`config.mk`:
```
export PLATFORM = sky130hd
export DESIGN_NAME = playlist_scheduler
export DESIGN_NICKNAME = d
export VERILOG_FILES = /design/src/rtl/playlist_scheduler.sv
export SDC_FILE = /design/constraint.sdc
export NUM_CORES = 1
export LEC_CHECK = 0
export ABC_AREA = 1
export BUFFER_PORTS_ARGS = -buffer_cell sky130_fd_sc_hd__buf_2
export CORE_ASPECT_RATIO = 1.75
export CORE_MARGIN = 4
export CORE_UTILIZATION = 35
export DETAILED_ROUTE_END_ITERATION = 8
export GPL_TIMING_DRIVEN = 1
export PLACE_DENSITY = 0.63
export SKIP_CTS_REPAIR_TIMING = 1
export SYNTH_ARGS = -nofsm -noshare
export SYNTH_HDL_FRONTEND = slang
export SYNTH_SLANG_ARGS = --single-unit
```
`constraint.sdc`:
```
create_clock -name clk -period 3.9 [get_ports clk]
set_input_delay 1.17 -clock clk [delete_from_list [all_inputs] [get_ports clk]]
set_output_delay 1.17 -clock clk [all_outputs]
set_load 0.02 [all_outputs]
```
`src/rtl/playlist_scheduler.sv`:
```
// playlist_scheduler
//   Sequences the AutoPlay song player through a playlist. It holds the player
//   in reset between songs, presents the song index on selected_song, inserts
//   a GAP_CYCLES-long silent gap after each finished song, and reacts to the
//   start/stop/next/prev button pulses and the player's song_done pulse.
//
//   Optional feature macro: PLAYLIST_SHUFFLE_EN
//     When defined, it adds the input 'shuffle'. An 8-bit LFSR then picks the
//     song that follows a finished song (never the same song twice in a row).
//     With loop_mode=0, playback stops after NUM_SONGS songs have completed.
//
// Ports
//   clk            system clock
//   reset          asynchronous, active-low reset
//   start          pulse: begin playback at current index (IDLE only)
//   stop           pulse: abort playback, back to IDLE
//   next / prev    pulses: step index forward / backward with wrap
//   loop_mode      1 = wrap to song 0 after the last song, 0 = stop there
//   song_done      pulse from player: current song finished
//   shuffle        (PLAYLIST_SHUFFLE_EN only) randomised follow-on song
//   selected_song  song index presented to the player
//   player_rst     active-high player reset (1 = silent)
//   busy           1 whenever not IDLE
//   state_out      IDLE=0, LOAD=1, PLAY=2, GAP=3
module playlist_scheduler #(
    parameter int NUM_SONGS  = 8,
    parameter int SONG_W     = 4,
    parameter int GAP_CYCLES = 1000000
) (
    input  logic              clk,
    input  logic              reset,
    input  logic              start,
    input  logic              stop,
    input  logic              next,
    input  logic              prev,
    input  logic              loop_mode,
    input  logic              song_done,
`ifdef PLAYLIST_SHUFFLE_EN
    input  logic              shuffle,
`endif
    output logic [SONG_W-1:0] selected_song,
    output logic              player_rst,
    output logic              busy,
    output logic [1:0]        state_out
);

    typedef enum logic [1:0] {IDLE = 2'd0, LOAD = 2'd1, PLAY = 2'd2, GAP = 2'd3} state_t;

    localparam int                CNT_W    = $clog2(GAP_CYCLES + 1);
    localparam logic [SONG_W-1:0] LAST     = SONG_W'(NUM_SONGS - 1);
    localparam logic [CNT_W-1:0]  GAP_LOAD = CNT_W'(GAP_CYCLES - 1);

    state_t              state, state_nxt;
    logic [SONG_W-1:0]   idx, idx_nxt;
    logic [SONG_W-1:0]   sel_nxt;
    logic [CNT_W-1:0]    cnt, cnt_nxt;

    function automatic logic [SONG_W-1:0] idx_inc(input logic [SONG_W-1:0] i);
        return (i == LAST) ? '0 : i + 1'b1;
    endfunction

    function automatic logic [SONG_W-1:0] idx_dec(input logic [SONG_W-1:0] i);
        return (i == '0) ? LAST : i - 1'b1;
    endfunction

`ifdef PLAYLIST_SHUFFLE_EN
    localparam int PLAY_W = $clog2(NUM_SONGS + 1);

    logic [7:0]        lfsr;
    logic [PLAY_W-1:0] played, played_nxt;
    logic [SONG_W-1:0] rnd_idx, shuf_idx;

    // Random pick, bumped by one when it would repeat the current song.
    assign rnd_idx  = SONG_W'(32'(lfsr) % NUM_SONGS);
    assign shuf_idx = (rnd_idx == idx) ? idx_inc(rnd_idx) : rnd_idx;

    // Free-running Fibonacci LFSR, taps 8,6,5,4.
    always_ff @(posedge clk or negedge reset) begin
        if (!reset) begin
            lfsr   <= 8'hA5;
            played <= '0;
        end else begin
            lfsr   <= {lfsr[6:0], lfsr[7] ^ lfsr[5] ^ lfsr[4] ^ lfsr[3]};
            played <= played_nxt;
        end
    end
`endif

    // State register.
    always_ff @(posedge clk or negedge reset) begin
        if (!reset) begin
            state         <= IDLE;
            idx           <= '0;
            cnt           <= '0;
            selected_song <= '0;
        end else begin
            state         <= state_nxt;
            idx           <= idx_nxt;
            cnt           <= cnt_nxt;
            selected_song <= sel_nxt;
        end
    end

    // Next-state logic. Priority inside PLAY/GAP: stop > next > prev > rest.
    always_comb begin
        state_nxt = state;
        idx_nxt   = idx;
        cnt_nxt   = cnt;
        sel_nxt   = selected_song;
`ifdef PLAYLIST_SHUFFLE_EN
        played_nxt = played;
`endif
        case (state)
            IDLE: begin
                if (next)      idx_nxt = idx_inc(idx);
                else if (prev) idx_nxt = idx_dec(idx);
                if (start) begin
                    state_nxt = LOAD;
`ifdef PLAYLIST_SHUFFLE_EN
                    played_nxt = '0;
`endif
                end
            end
            LOAD: begin
                sel_nxt   = idx;
                state_nxt = PLAY;
            end
            PLAY: begin
                if (stop) begin
                    state_nxt = IDLE;
                end else if (next) begin
                    idx_nxt   = idx_inc(idx);
                    state_nxt = LOAD;
                end else if (prev) begin
                    idx_nxt   = idx_dec(idx);
                    state_nxt = LOAD;
                end else if (song_done) begin
`ifdef PLAYLIST_SHUFFLE_EN
                    played_nxt = played + 1'b1;
                    if (shuffle) begin
                        idx_nxt = shuf_idx;
                        if (!loop_mode && played_nxt == PLAY_W'(NUM_SONGS)) begin
                            state_nxt = IDLE;
                        end else begin
                            cnt_nxt   = GAP_LOAD;
                            state_nxt = GAP;
                        end
                    end else
`endif
                    begin
                        if (idx != LAST) begin
                            idx_nxt   = idx + 1'b1;
                            cnt_nxt   = GAP_LOAD;
                            state_nxt = GAP;
                        end else begin
                            idx_nxt = '0;
                            if (loop_mode) begin
                                cnt_nxt   = GAP_LOAD;
                                state_nxt = GAP;
                            end else begin
                                state_nxt = IDLE;
                            end
                        end
                    end
                end
            end
            GAP: begin
                if (stop) begin
                    state_nxt = IDLE;
                end else if (next) begin
                    idx_nxt   = idx_inc(idx);
                    state_nxt = LOAD;
                end else if (prev) begin
                    idx_nxt   = idx_dec(idx);
                    state_nxt = LOAD;
                end else if (cnt == '0) begin
                    state_nxt = LOAD;
                end else begin
                    cnt_nxt = cnt - 1'b1;
                end
            end
            default: state_nxt = IDLE;
        endcase
    end

    // Outputs decode straight from the state flops, so they follow reset
    // immediately and never depend on the inputs.
    always_comb begin
        player_rst = (state != PLAY);
        busy       = (state != IDLE);
        state_out  = state;
    end

endmodule
```
======== Yosys cells after proc, flatten, opt, wreduce, memory -nomap -nowiden ========
Cells that the tools add are included.
operators by class
  equality and inequality tests ........... 19
  magnitude comparators ................... 0
  muxes and demuxes ....................... 34
  $mul .................................... 0
  div/mod/pow operators ................... 0
  add/sub/neg operators ................... 3
  bitwise logic cells ..................... 0
  shift-type cells ........................ 0
  reduce and logical (&&, ||, !) cells .... 9
operator list
  kind                                                                   number
  20-bit two-way mux                                                     10
  4-bit two-way mux                                                      10
  20-bit case mux with 2 select lines                                    1
  2-bit two-way mux                                                      11
  20-bit zero test                                                       1
  2-bit != test (second input constant)                                  10
  20-bit by 1-bit subtractor with 20-bit output (second input constant)  1
  4-bit case mux with 3 select lines                                     1
  5-bit != test (second input constant)                                  2
  10-bit AND reduction                                                   1
  2-bit case mux with 4 select lines                                     1
  4-bit by 1-bit adder with 4-bit output (second input constant)         1
  2-bit == test (second input constant)                                  2
  4-bit by 3-bit == test with 1-bit output (second input constant)       1
  4-bit zero test                                                        1
  4-bit by 3-bit != test with 1-bit output (second input constant)       1
  4-bit != test (second input constant)                                  1
  4-bit AND reduction                                                    1
  2-bit nonzero test                                                     2
  4-bit by 1-bit subtractor with 4-bit output (second input constant)    1
  3-bit != test (second input constant)                                  1
  3-bit AND reduction                                                    1
  3-bit nonzero test                                                     1
  2-bit by 1-bit == test with 1-bit output (second input constant)       1
  2-bit zero test                                                        1
storage, ports and cells
  latch bits .............................. 0
  bits in read-only memories .............. 0
  input port bits ......................... 8
  output and inout port bits .............. 8
  register bits after elaboration ......... 30
  word-level logic and storage cells ...... 69
  RAM bits ................................ 0
  memories kept ........................... 0

======== Depth between registers and ports, before layout ========
Gate-level depths: netlist of the first run.
  depth in word-level cells ............... 7
  gate-level depth with buffers ........... 11
  mapped depth without buffers ............ 10

======== Worst setup path after synthesis of the first run ========
OpenSTA, ideal clock, no wires.
  kind .................................... input port to flip-flop
  from .................................... input port prev
  to ...................................... register cnt[0]
  setup time .............................. 0.118 ns
  slack ................................... 1.699 ns
  stages on the path ...................... 9
  arrival time ............................ 2.082 ns
  cells stage by stage .................... nor2_1 > nand2_1 > nand2_1 > nand2_2 > nor2_4 > nand3_2 > buf_2 > nor2_1 > nor2_2
on the way
  word-level cells in the longest chain between the ends .. 2
  elaborated cells on any way between the ends .. 3
ends and longest elaborated chain
  what                                line  source
  from (decl)                         35    input logic prev,
  2-bit != test (no line)             n/a
  10-bit AND reduction (no line) (*)  n/a
  to (signal assigned)                99    cnt <= cnt_nxt;
  to (decl)                           56    logic [CNT_W-1:0] cnt, cnt_nxt;
Mark *: on every way between the ends. The rest lies on a longest branch, timed or not.
A chain may end at the register's enable or synchronous reset.

======== Worst setup path after layout of the first run ========
  from .................................... input port prev
  to ...................................... register cnt[14]
Same word-level chain as after synthesis.

==> impl_metrics.toml, run 1 <==
[final_layout]
area_growth_pct = 10.3
final_area_um2 = 2300
fin_nets = 326
layout_commonest_cell = "nand2_1"
drive_gt1_share_pct = 16.5
final_cell_mix = "83 x nand2_1, 46 x nor2_1, 36 x nand3_1, 32 x inv_1, 30 x dfrtp_1"
antennaDiodeCount = 0

[route]
drt_wl_total_mm = 4.86
vias = 1864
drc = 0
wl_per_cell_um = 12.4
ant_nets = 0
first_pass_iters = 4
viasPerCell = 4.77
drtIter0Drc = 39

[outcome]
status = "completed"

[worst_setup_path]
cp_max_fo = 31
critPathKind = "input port to register"
end_kind = "register"
path_cells = "buf_2 -> nor2_1 -> nand2_1 -> nand2_1 -> nand2_2 -> nor2_4 -> nand3_2 -> nand2_4 -> nand2_1 -> o21ai_2"
start_kind = "input port"
critical_path_buf_inv_count = 1
critical_path.top_delay_family = "simple AND/OR/NAND/NOR gates"
cp_slowest_cell = "nand2_4"
slowest_delay_ns = 0.40
cp_data_arrival_time_ns = 2.65
crit_required_ns = 4.11
crit_top_cell = "nand2_1"

[timing]
final_hold_viol_count = 0
skew_ns = 0.00692
rsz0062_at_grt = "false"
fin_setup_tns_ns = 0
period_needed_ns = 2.43
max_freq_mhz = 411
max_slew_margin_pct = 53.2
slew_viol_final = 0
fin_crit_sh_pct = 62.4
tightest_slew_ns = 0.702
setup_viol = 0

[die]
coreArea_um2 = 5680
dieArea_um2 = 7290
io_pins = 16
num_rows = 36
die_w_um = 66.3
start_util_pct = 36.7
die_h_um = 110

[grt]
grt_max_degree = 32
grt-ovfl-total = 0
grt_pass1_vias = 1847
grt_pass1_wl_mm = 8.40
antenna_found_initial = 0
grt_use_total_pct = 15.0

[place]
port_buffers = 15
placed_area_um2 = 2200
gp_congestion = 0.799
hpwl_mm = 3.71

[pwr]
leakage_nw = 1.13
power_density_nw_per_um2 = 740
ir_drop_mv = 0.319
power.total_mw = 1.70

[logic_synthesis]
syn_area_per_cell_um2 = 6.99
synth_top_area_share_pct = 36.1
synth_area_leaders = "dfrtp_1 36%, nand2_1 15%, nand3_1 8.7%"
synth_warnings = 0
synth_area_um2 = 2080
seq_area_frac_synth_pct = 36.1
synth.distinct_cells = 29
ys_ff_latch = 30
yosys.area.top_type = "dfrtp_1"
synth_cells = 298
syn-num-nets = 310

[worst_hold_path]
hold_path.class = "register to register"

[clock_network]
clk-insertion-delay-late_ns = 0.29
cts.clk_slew.worst_paths_ns = 0.07
htree_levels = 2
numCtsBuffers = 5
cts-root-buf = "clkbuf_8"
clk_path_buf_depth = 2
clock-sinks = 30
cts_tree = "yes"

[flow_run]
drv_cap = 0
logic make-up (layout without fill, tap and decap cells):
kind of cell,Yosys count,after routing,share of synthesized area [%]
and+or+nand+nor,183,183,39.1
buffers and inverters,42,59,8.77
AOI/OAI and AO/OA,30,30,9.86
DFF,30,30,36.1
xor gates and xnor gates,9,9,3.79
adders and majority gates,4,4,2.40
routing by layer:
layer	part of all wire [%]	GRT usage (%)
met5	0	0
met4	4.9	9.88
met3	2.3	1.83
met2	54	27.5
met1	39	15.7
layout make-up:
| cell class | count | area, µm² |
|---|---|---|
| Fill cell | 627 | 3380 |
| Multi-Input combinational cell | 226 | 1150 |
| Sequential cell | 30 | 751 |
| Inverter | 36 | 135 |
| Tap cell | 76 | 95.1 |
| Clock buffer | 7 | 86.3 |
| Timing Repair Buffer | 15 | 75.1 |
| Clock inverter | 1 | 5.00 |
tightest hold or removal path: stages (launching register included):
cell and delay, ns:
dfrtp_1 0.34, nand2_1 0.05, o21ai_0 0.05
flip-flops by register name, indices dropped and copies added, names as in the netlist:
name           count
cnt               20
idx                4
selected_song      4
state_out          2
synth_stat cells:
cell type / instances
a21boi_0: 1
a21oi_1: 3
a31oi_1: 1
buf_2: 2
buf_6: 3
clkbuf_1: 1
clkinv_1: 1
dfrtp_1: 30
ha_1: 4
inv_1: 32
inv_2: 3
nand2_1: 83
nand2_2: 2
nand2_4: 4
nand3_1: 36
nand3_2: 1
nand4_1: 3
nor2_1: 46
nor2_2: 4
nor2_4: 1
nor3_1: 1
nor3_4: 1
o211ai_1: 1
o21ai_0: 10
o21ai_1: 1
o21ai_2: 13
or2_2: 1
xnor2_1: 2
xor2_1: 7
path summary, 6_finish.rpt:
kind / to / cells after the start / from / slack (ns)
min in group asynchronous: cnt[9]$_DFFE_PN0P_ / 1 / reset / 0.92
hold / removal: selected_song[0]$_DFFE_PN0N_ / 2 / selected_song[0]$_DFFE_PN0N_ / 0.48
hold reg to reg: selected_song[0]$_DFFE_PN0N_ / 2 / selected_song[0]$_DFFE_PN0N_ / 0.48
setup / recovery: cnt[14]$_DFFE_PN0P_ / 10 / prev / 1.47
max in group asynchronous: cnt[13]$_DFFE_PN0P_ / 1 / reset / 2.52
setup reg to reg: cnt[14]$_DFFE_PN0P_ / 6 / state_out[1]$_DFFE_PN0P_ / 1.62
power breakdown:
part | internal (mW) | leakage, nW | switching [mW]
sequential | 0.433 | 0.371 | 0.109
clock | 0.142 | 0.0482 | 0.127
combinational | 0.290 | 0.708 | 0.598
total | 0.865 | 1.13 | 0.834
metrics by stage:
stage | setup WS [ns] | hold slack (ns) | std cells | utilization (%)
after floorplan | 1.70 | 0.491 | 298 | -
after global placement | 1.21 | 0.469 | 383 | 38.8
after detailed placement | 1.16 | 0.477 | 383 | 38.8
after CTS | 1.47 | 0.494 | 391 | 40.5
after global routing | 1.24 | 0.512 | 391 | 40.5
final | 1.47 | 0.483 | 391 | 40.5
(Power assumes the default switching activity.)
==> inputs of run 2 (changes only) <==
PLACE_DENSITY = 0.65   (was 0.63)
clock period = 2.1 ns   (was 3.9 ns; I/O delays follow)
==> impl_metrics.toml, run 2 (synthesized netlist as in run 1, its figures left out) <==
[grt]
antenna_found_initial = 0
grt_max_degree = 32
grt-ovfl-total = 0
grt_pass1_vias = 1895
grt_pass1_wl_mm = 8.60
use_met2_pct = 28.5
met3_usage_pct = 2.54
grt-busiest-layer = "met2"
grt.met1_usage_pct = 16.4
grt_use_total_pct = 15.4

[timing]
fin_setup_tns_ns = 0
max_slew_margin_pct = 54.3
max_freq_mhz = 560
skew_ns = 0.00593
fin_crit_sh_pct = 85.0
rsz0062_at_grt = "false"
setup_viol = 0
period_needed_ns = 1.78
final_hold_viol_count = 0
tightest_slew_ns = 0.686
slew_viol_final = 0

[clock_network]
clock-sinks = 30
htree_levels = 2
cts.clk_slew.worst_paths_ns = 0.07
cts-root-buf = "clkbuf_8"
clk_path_buf_depth = 2
numCtsBuffers = 5
cts_tree = "yes"
clk-insertion-delay-late_ns = 0.28

[worst_setup_path]
crit_top_cell = "nand2_1"
cp_data_arrival_time_ns = 2.00
critical_path.top_delay_family = "simple AND/OR/NAND/NOR gates"
path_cells = "clkinv_1 -> ha_1 -> nand2_1 -> nor2_1 -> nand3_1 -> nand3_2 -> nand2_4 -> nand2_1 -> o21ai_2"
crit_required_ns = 2.31
r2r-end = "cnt[3]$_DFFE_PN0P_"
rrSetupSlack_ns = 0.32
reg2reg_depth = 9
end_kind = "register"
cp_slowest_cell = "dfrtp_1"
timing.rr.start = "cnt[0]$_DFFE_PN0P_"
start_kind = "register"
cp_max_fo = 31
slowest_delay_ns = 0.38
critical_path_buf_inv_count = 1
critPathKind = "register to register"

[flow_run]
drv_cap = 0

[final_layout]
ff_latch_area_um2 = 751
largest-register = "cnt"
multi_input_area_um2 = 1150
final_cell_mix = "83 x nand2_1, 46 x nor2_1, 36 x nand3_1, 32 x inv_1, 30 x dfrtp_1"
area_growth_pct = 13.5
layout_commonest_cell = "nand2_1"
final_area_um2 = 2360
largest_reg_flops = 20
fin_nets = 332
antennaDiodeCount = 0
top_regs = "cnt x20, idx x4, selected_song x4"
drive_gt1_share_pct = 18.1
nFillCells = 630
instances_no_fill = 396
final_util_pct = 41.6

[pwr]
power.total_mw = 3.31
leakage_nw = 1.16
ir_drop_mv = 0.580
power_density_nw_per_um2 = 1400

[route]
wl_per_cell_um = 12.3
ant_nets = 0
drc = 0
drt_wl_total_mm = 4.88
vias = 1903
drtIter0Drc = 89
first_pass_iters = 4
viasPerCell = 4.81

[die]
io_pins = 16
die_w_um = 66.3
start_util_pct = 36.7
die_h_um = 110
dieArea_um2 = 7290
coreArea_um2 = 5680
num_rows = 36

[place]
place_inst = 389
hpwl_mm = 3.74
port_buffers = 15
gp_congestion = 0.821
placed_area_um2 = 2250

[worst_hold_path]
hold_path.class = "input port to asynchronous set/reset pin"

[outcome]
status = "completed"
run 2: through the flow:
stage                     hold slack [ns]  worst slack [ns]
final                               0.381             0.315
after global routing                0.436             0.122
after CTS                           0.409             0.312
after detailed placement            0.474            0.0798
after global placement              0.467             0.136
after floorplan                     0.334             0.439
run 2: report_power, final:
part	internal [mW]	leakage [nW]	switching, mW
combinational	0.576	0.736	1.11
clock	0.379	0.0573	0.229
sequential	0.804	0.371	0.209
run 2: area by class of cell:
type	instances	share of cell area, %
clock buffer	6	3.50
clock inverter	1	1.27
inverter	36	5.72
multi-input combinational	226	48.6
sequential	30	31.8
tap	76	4.03
timing repair buffer	21	5.08
run 2: routing by layer:
metal,vias to the layer above,wire [µm]
li1,983,-
met5,-,0
met4,0,201
met3,13,140
met1,871,1900
met2,36,2640
run 2: worst max path at each step:
stage                  startpoint             endpoint  cells past startpoint  slack [ns]
6_report       cnt[0]$_DFFE_PN0P_   cnt[3]$_DFFE_PN0P_                      9        0.32
5_1_grt        cnt[0]$_DFFE_PN0P_  cnt[15]$_DFFE_PN0P_                      9        0.12
4_1_cts        cnt[0]$_DFFE_PN0P_  cnt[15]$_DFFE_PN0P_                      9        0.31
3_5_place_dp                 prev  cnt[10]$_DFFE_PN0P_                     10        0.08
3_3_place_gp                 prev   cnt[1]$_DFFE_PN0P_                     10        0.14
2_1_floorplan                prev   cnt[0]$_DFFE_PN0P_                      9        0.44
==> inputs of run 3 (changes only) <==
PLACE_DENSITY = 0.63   (was 0.65)
clock period = 1.8 ns   (was 2.1 ns; I/O delays follow)
==> impl_metrics.toml, run 3 (synthesized netlist as in run 1, its figures left out) <==
[outcome]
status = "completed"

[route]
vias = 1956
drt_wl_total_mm = 5.24
viasPerCell = 4.83
drtIter0Drc = 66
drc = 0
first_pass_iters = 5
ant_nets = 0
wl_per_cell_um = 12.9

[final_layout]
fin_nets = 340
final_cell_mix = "83 x nand2_1, 45 x nor2_1, 35 x nand3_1, 32 x inv_1, 30 x dfrtp_1"
layout_commonest_cell = "nand2_1"
largest_reg_flops = 20
nFillCells = 619
antennaDiodeCount = 0
instances_no_fill = 405
area_growth_pct = 18.9
drive_gt1_share_pct = 21.3
top_regs = "cnt x20, idx x4, selected_song x4"
largest-register = "cnt"
final_area_um2 = 2480

[timing]
period_needed_ns = 1.66
rsz0062_at_grt = "false"
max_freq_mhz = 604
skew_ns = 0.00921
fin_setup_tns_ns = 0
final_hold_viol_count = 0
fin_crit_sh_pct = 92.0
tightest_slew_ns = 0.406
setup_viol = 0
max_slew_margin_pct = 72.9
slew_viol_final = 0

[worst_setup_path]
end_kind = "output port"
critPathKind = "register to output port"
cp_max_fo = 6
start_kind = "register"
crit_path_start = "state_out[1]$_DFFE_PN0P_"
rrSetupSlack_ns = 0.19
cp_data_arrival_time_ns = 1.12
crit_required_ns = 1.26
timing.rr.start = "cnt[9]$_DFFE_PN0P_"

[flow_run]
drv_cap = 0

[grt]
grt_pass1_wl_mm = 9.26
grt_use_total_pct = 16.7
antenna_found_initial = 0
grt-ovfl-total = 0
grt_pass1_vias = 2004
grt_max_degree = 19

[clock_network]
numCtsBuffers = 5
htree_levels = 2
cts_tree = "yes"
clock-sinks = 30
cts.clk_slew.worst_paths_ns = 0.08
clk_path_buf_depth = 2
cts-root-buf = "clkbuf_8"
clk-insertion-delay-late_ns = 0.29

[worst_hold_path]
hold_path.class = "input port to asynchronous set/reset pin"

[pwr]
power.total_mw = 4.09
ir_drop_mv = 0.764
leakage_nw = 1.21
power_density_nw_per_um2 = 1650

[die]
dieArea_um2 = 7290
die_h_um = 110
io_pins = 16
start_util_pct = 36.7
coreArea_um2 = 5680
die_w_um = 66.3
num_rows = 36

[place]
port_buffers = 15
hpwl_mm = 4.12
place_inst = 397
placed_area_um2 = 2350
gp_congestion = 0.884
[run 3: power by group]
group	leakage, nW	internal (mW)	switching [mW]	total, mW
combinational	0.784	0.825	1.37	2.20
clock	0.0504	0.412	0.303	0.715
sequential	0.371	0.937	0.242	1.18
total	1.21	2.17	1.92	4.09
[run 3: routing by layer]
layer	track usage, %	up-vias	part of all wire, %
met4	11.2	0	5.4
li1	-	1001	-
met3	2.54	17	2.5
met5	0	-	0
met2	31.1	40	55
met1	16.6	898	37
[run 3: worst max-delay path, cell delays in order (launching register included)]
cell and delay, ns:
dfrtp_1 0.48, inv_1 0.09, nand2_1 0.09, buf_2 0.17
[run 3: final cells by class]
type | instances | area [µm²] | area share, %
clock buffers | 5 | 68.8 | 2.78
flip-flops and latches | 30 | 751 | 30.3
clock inverters | 3 | 45.0 | 1.82
inverters | 36 | 135 | 5.46
multi-input cells | 226 | 1160 | 47.0
repair buffers | 29 | 218 | 8.79
well taps | 76 | 95.1 | 3.84
[run 3: worst paths after layout]
| path | to | depth (start not counted) |
|---|---|---|
| hold / removal | cnt[2]$_DFFE_PN0P_ | 1 |
| setup / recovery | busy | 3 |
| min in group clk | selected_song[0]$_DFFE_PN0N_ | 2 |
| setup reg to reg | cnt[8]$_DFFE_PN0P_ | 9 |
| max in group asynchronous | state_out[1]$_DFFE_PN0P_ | 2 |
| hold reg to reg | selected_song[0]$_DFFE_PN0N_ | 2 |
[run 3: per-stage QoR]
stage,hold WS [ns],setup slack (ns),utilization [%]
6_report,0.164,0.145,43.6
5_1_grt,0.181,0.00253,43.6
4_1_cts,0.177,0.130,43.4
3_5_place_dp,0.474,0.00160,41.4
3_3_place_gp,0.466,0.0551,41.4
2_1_floorplan,0.244,0.229,-
